[src/rtl/alu_share_arbiter.sv]
// Round-robin owner of the shared ALU: accepts one request from the local
// panel or the UART path, runs it through the ALU and returns result/flags.
//
// state   | meaning
// IDLE    | waiting for a request, ready offered to the granted requester
// EXEC    | operands stable on the ALU, result captured at the edge
// RESP    | resp_valid pulse; UART responses start TX here if it is free
// TX_WAIT | UART response pending until the transmitter frees up
module alu_share_arbiter #(
  parameter int         W        = 2,
  parameter logic [1:0] RESP_PAD = 2'b00
) (
  input  logic         clock,
  input  logic         reset_n,
  input  logic         req0_valid,
  input  logic [1:0]   req0_op,
  input  logic [W-1:0] req0_a,
  input  logic [W-1:0] req0_b,
  output logic         req0_ready,
  input  logic         req1_valid,
  input  logic [1:0]   req1_op,
  input  logic [W-1:0] req1_a,
  input  logic [W-1:0] req1_b,
  output logic         req1_ready,
  output logic [1:0]   alu_op,
  output logic [W-1:0] alu_a,
  output logic [W-1:0] alu_b,
  input  logic [W-1:0] alu_result,
  input  logic         alu_z,
  input  logic         alu_n,
  input  logic         alu_o,
  input  logic         alu_c,
  output logic         resp_valid,
  output logic         resp_id,
  output logic [W-1:0] resp_result,
  output logic [3:0]   resp_flags,
  output logic [W-1:0] duty_cycle,
  output logic         tx_start,
  output logic [7:0]   tx_byte,
  input  logic         tx_busy,
  output logic         busy
);

  typedef enum logic [1:0] {IDLE, EXEC, RESP, TX_WAIT} state_t;

  state_t state;
  logic   last_grant;
  logic   in_idle;

  // Ready is masked during reset so nothing looks accepted while held in reset.
  assign in_idle    = (state == IDLE) && reset_n;
  assign req0_ready = in_idle && req0_valid && (!req1_valid || last_grant);
  assign req1_ready = in_idle && req1_valid && (!req0_valid || !last_grant);

  assign resp_valid = (state == RESP);
  assign busy       = (state != IDLE);
  assign tx_start   = !tx_busy && (((state == RESP) && resp_id) || (state == TX_WAIT));

  always_ff @(posedge clock) begin
    if (!reset_n) begin
      state       <= IDLE;
      last_grant  <= 1'b1;
      alu_op      <= '0;
      alu_a       <= '0;
      alu_b       <= '0;
      resp_id     <= 1'b0;
      resp_result <= '0;
      resp_flags  <= '0;
      duty_cycle  <= '0;
      tx_byte     <= '0;
    end else begin
      case (state)
        IDLE: begin
          if (req0_ready) begin
            alu_op     <= req0_op;
            alu_a      <= req0_a;
            alu_b      <= req0_b;
            resp_id    <= 1'b0;
            last_grant <= 1'b0;
            state      <= EXEC;
          end else if (req1_ready) begin
            alu_op     <= req1_op;
            alu_a      <= req1_a;
            alu_b      <= req1_b;
            resp_id    <= 1'b1;
            last_grant <= 1'b1;
            state      <= EXEC;
          end
        end
        EXEC: begin
          resp_result <= alu_result;
          resp_flags  <= {alu_c, alu_o, alu_n, alu_z};
          duty_cycle  <= alu_result;
          tx_byte     <= {alu_c, alu_o, alu_n, alu_z, RESP_PAD, alu_result};
          state       <= RESP;
        end
        RESP: begin
          if (resp_id && tx_busy) state <= TX_WAIT;
          else                    state <= IDLE;
        end
        TX_WAIT: begin
          if (!tx_busy) state <= IDLE;
        end
        default: state <= IDLE;
      endcase
    end
  end

endmodule

[config.mk]
export PLATFORM = sky130hd
export DESIGN_NAME = alu_share_arbiter
export DESIGN_NICKNAME = d
export VERILOG_FILES = /design/src/rtl/alu_share_arbiter.sv
export SDC_FILE = /design/constraint.sdc
export NUM_CORES = 1
export LEC_CHECK = 0
export ABC_AREA = 0
export ABC_CLOCK_PERIOD_IN_PS = 2900
export CAP_MARGIN = 20
export CORE_AREA = 4 4 49 51
export DETAILED_ROUTE_END_ITERATION = 10
export DIE_AREA = 0 0 53 55
export DONT_BUFFER_PORTS = 1
export GPL_ROUTABILITY_DRIVEN = 1
export PLACE_DENSITY = 0.56
export SLEW_MARGIN = 20
export SYNTH_ARGS = -nofsm -noshare
export SYNTH_HDL_FRONTEND = slang
export SYNTH_SLANG_ARGS = --single-unit
export TNS_END_PERCENT = 20
[constraint.sdc]
create_clock -name clock -period 2.9 [get_ports clock]
set_input_delay 0.435 -clock clock [delete_from_list [all_inputs] [get_ports clock]]
set_output_delay 0.435 -clock clock [all_outputs]
set_load 0.01 [all_outputs]
# Word-level counts from Yosys, hierarchy flattened
# Cells that the tools add are included.
[totals] ff_bits=22 latch_bits=0 ram_bits=0 romBits=0 input_bits=23 output_inout_bits=28 mem_count=0
[op_classes] addsub=0 mul=0 div=0 order_cmp=0 n_eq_ne=5 n_shift=0 n_mux=13 bitwise=0 n_reduce_logical=20
[ops] cell="two-way mux 2 bit" n=10
[ops] cell="logical AND 1 bit" n=8
[ops] cell="case mux 2 bit (4 select lines)" n=1
[ops] cell="equality test 2 bit, second input constant" n=2
[ops] cell="logical NOT 1 bit" n=4
[ops] cell="AND reduction 2 bit" n=2
[ops] cell="nonzero test 2 bit" n=2
[ops] cell="logical OR 1 bit" n=3
[ops] cell="!= test 3 bit, second input constant" n=1
[ops] cell="equality test 2 x 1 -> 1 bit, second input constant" n=1
[ops] cell="logical NOT 2 bit" n=1
[ops] cell="two-way mux 1 bit" n=2
[ops] cell="!= test 2 bit, second input constant" n=1

# Depth between registers and ports, before layout
[depth] word_depth=7 ltp_mapped=5 mapped_depth_nobuf=3

# Least setup slack after synthesis
# No wires, ideal clock.
[synth_path] path_type="input-to-output" start="input reset_n" end="output req0_ready" arrival_ns=1.316 path_slack_ns=1.149 stages=5 path_buffers=3 cell_sequence="buf_2 inv_1 buf_2 buf_2 nor3_1"
[synth_via] elab_chain_len=3
[synth_rtl] element="start, declared" line="14" text="input logic reset_n,"
[synth_rtl] element="logical AND 1 bit" line="51" text="assign in_idle = (state == IDLE) && reset_n;"
[synth_rtl] element="logical AND 1 bit (2 in series)" line="52" text="assign req0_ready = in_idle && req0_valid && (!req1_valid || last_grant);"
[synth_rtl] element="end, declared" line="19" text="output logic req0_ready,"
# Every way passes these cells.

# Worst setup path after layout
[layout_path] start="register state[0]" end="output req1_ready"
[layout_via] elab_chain_len=4
[layout_rtl] element="start, declared" line="46" text="state_t state;"
[layout_rtl] element="start signal, assigned" line="61" text="state <= IDLE;"
[layout_rtl] element="start signal, assigned" line="80" text="state <= EXEC;"
[layout_rtl] element="start signal, assigned" line="87" text="state <= EXEC;"
[layout_rtl] element="logical NOT 2 bit" line="51"
[layout_rtl] element="logical AND 1 bit" line="51"
[layout_rtl] element="logical AND 1 bit (2 in series)" line="53" text="assign req1_ready = in_idle && req1_valid && (!req0_valid || !last_grant);"
[layout_rtl] element="end, declared" line="24" text="output logic req1_ready,"
# Every way passes these cells.

==> impl_metrics.ini <==
[grt]
gr-total-overflow = 0
antenna_violations_before_repair = 0
grt_first_pass_wirelength_um = 2725
grt_pass1_vias = 647
grt_start_max_net_pins = 23
groute.usage.overall_pct = 12.91

[layout]
n_antenna_cell = 0
area_delta_synth_final_pct = -6.785
final_core_util_pct = 40.72
design.final.nets = 111
stdcell_area_sq_um = 790.8
post_layout_nonfiller_instances = 113
share_of_layout_cells_above_drive_strength_1_pct = 5.814

[outcome]
status = finished, final reports clean

[worst_setup_path]
timing.reg2reg.setup_slack_ns = 1.34
cp-end-kind = output pin
timing.rr.end = alu_op[1]
crit_path_max_fanout = 11
worst-endpoint-required_ns = 2.47
critPathArrivalTime_ns = 1.61
regToRegStartpoint = state[0]
setup.worst_path.start_class = flip-flop
timing.setup.critical_path_class = flip-flop to output pin
worstRegToRegCells = 3

[timing]
slew-limit-headroom_pct = 59.42
worst_hold_slack_ns = 0.2490
grt_setup_unrepaired = no
worst-slew-pin-transition_ns = 0.6065
setup_viol = 0
timing.setup.tns_ns = 0
min_period_ns = 2.044
min_period_over_period_pct = 70.48
timing.final.ws_setup_ns = 0.8562
maximum_clock_frequency_mhz = 489.3
hold_viol = 0
worst_clock_skew_ns = 0.001991
timing.final.max_slew_violations = 0

[power_and_ir_drop]
p_seq_share_pct = 59.8
power_switching_mw = 0.1252
power.switching_fraction_pct = 28.82
cellLeakagePower_nw = 0.3174
design_power_total_mw = 0.4343
vdd_ir_drop_max_mv = 0.2592
internal_power_mw = 0.3092
power.clock.fraction_pct = 25.2
power_density_nw_per_um2 = 549.2
combinationalPowerShare_pct = 15.1

[cts]
cts_post_setup_buffers_inserted = 0
worst_skew_pair.late_latency_ns = 0.27
cts.sink_count = 16
cts_buffers = 3
tritoncts = done
ctsLongestPathBuffers = 2
htree_levels = 1
cts.root.buffer_cell = clkbuf_4
holdBufCountCts = 0
clkSlewWorstSetupHoldPaths_ns = 0.08
cts_resized = 0

[floorplanning]
io_pins = 51
dieArea_sq_um = 2915
coreArea_sq_um = 1942
chipWidth_um = 53
placementRows = 16
floorplan.initialDensity_pct = 43.69
die_height_um = 55

[place]
placed_area_sq_um = 768.2
portBuffers = 0
dp_worst_setup_slack_ns = 1.148
place.gp.congestion = 0.7411
placed_cells_incl_taps = 110

[synthesis]
asyncSetResetFlopFracSynth_pct = 0
synth_sequential_area_ratio_pct = 37.76
postSynthCellCount = 100
ys.warnings.count = 0
synth_enable_flop_cells = 0
ys_top_cells_by_area = dfxtp_1, buf_4, mux2i_1
synthFlopType = dfxtp_1
ys_seq_elements = 16
synth_top_cell_by_area = dfxtp_1
synthDominantCellAreaShare_pct = 37.76
distinct_cells_synth = 25
synthesized_area_per_cell_sq_um = 8.483
synth.most_common_cell = dfxtp_1
post_synth_instance_area_sq_um = 848.3
synthTopCellsByCount = dfxtp_1, nor2_1, buf_4, a21oi_1

[drt]
dr.first_iter.drc_count = 23
drtPass1Iterations = 3
drc = 0
avgRoutedWirePerCell_um = 15.42
routed_wl_um = 1742
via_per_inst = 5.735
route.vias.total = 648
ant_nets = 0

[flow_run]
drv_cap = 0

[min_path]
min_delay_worst_endpoint = last_grant
holdPathStages = 1
hold_path_class = input pin to flip-flop
worst_min_delay_path_startpoint = reset_n
==> final cells by class <==
type                    count  area (sq um)
inverters                   2         7.507
well taps                  27         33.78
clock buffers               3         22.52
multi-input cells          65         406.6
fillers                   220          1151
flip-flops and latches     16         320.3
==> logic make-up (layout without fill, tap and decap cells) <==
logic type             Yosys count  after routing  synth area share [%]
AO/OA/AOI/OAI                   24             24                 19.47
buffers and inverters           20              5                 14.75
flip-flops                      16             16                 37.76
multiplexers                     6              6                 7.080
other                            1              2                0.4421
AND/OR/NAND/NOR                 33             33                 20.50
==> critical path, stage by stage (launching register included) <==
cell and delay [ns]:
dfxtp_1 0.38, nor2_1 0.51, nand3_1 0.21, nor2_1 0.24
==> power groups by stage <==
stage                     Clock [mW]  Sequential (mW)  Combinational, mW
after global placement             0            0.265             0.0655
after floorplan                    0            0.258             0.0753
after detailed placement           0            0.265             0.0662
after global routing           0.128            0.263             0.0750
final                          0.109            0.260             0.0655
after CTS                      0.119            0.260             0.0662
==> cells in the final DEF (no fill, tap or decap), types with 2 or more instances in the layout <==
| master | count |
|---|---|
| nand2b_1 | 2 |
| nand4_1 | 6 |
| nor2_1 | 11 |
| a311oi_1 | 6 |
| clkbuf_4 | 3 |
| a21oi_1 | 9 |
| inv_1 | 2 |
| conb_1 | 2 |
| dfxtp_1 | 16 |
| o31ai_1 | 6 |
| mux2i_1 | 6 |
| nand2_1 | 6 |
| o211ai_1 | 2 |
==> flip-flops by register name, indices dropped and copies added (netlist names) <==
name and flops:
resp_id 1, alu_b 2, duty_cycle 1, state 2
resp_flags 4, last_grant 1, tx_byte 1, alu_op 2
alu_a 2
==> routing by layer <==
metal | vias up | GRT usage [%] | wire length (um)
met4 | 0 | 8.085 | 22
li1 | 319 | - | -
met1 | 299 | 13.73 | 675
met3 | 2 | 4.558 | 175
met2 | 28 | 21.90 | 868
met5 | - | 0 | 0
==> how the worst max path moves through the flow <==
stage,startpoint,to,slack (ns)
final,state[0],req1_ready,0.86
after global routing,state[0],req1_ready,0.68
after CTS,state[0],req1_ready,0.82
after detailed placement,req0_valid,req0_ready,1.15
after global placement,req0_valid,req0_ready,1.16
after floorplan,reset_n,req0_ready,1.15
Power figures use the tool's default switching activity.
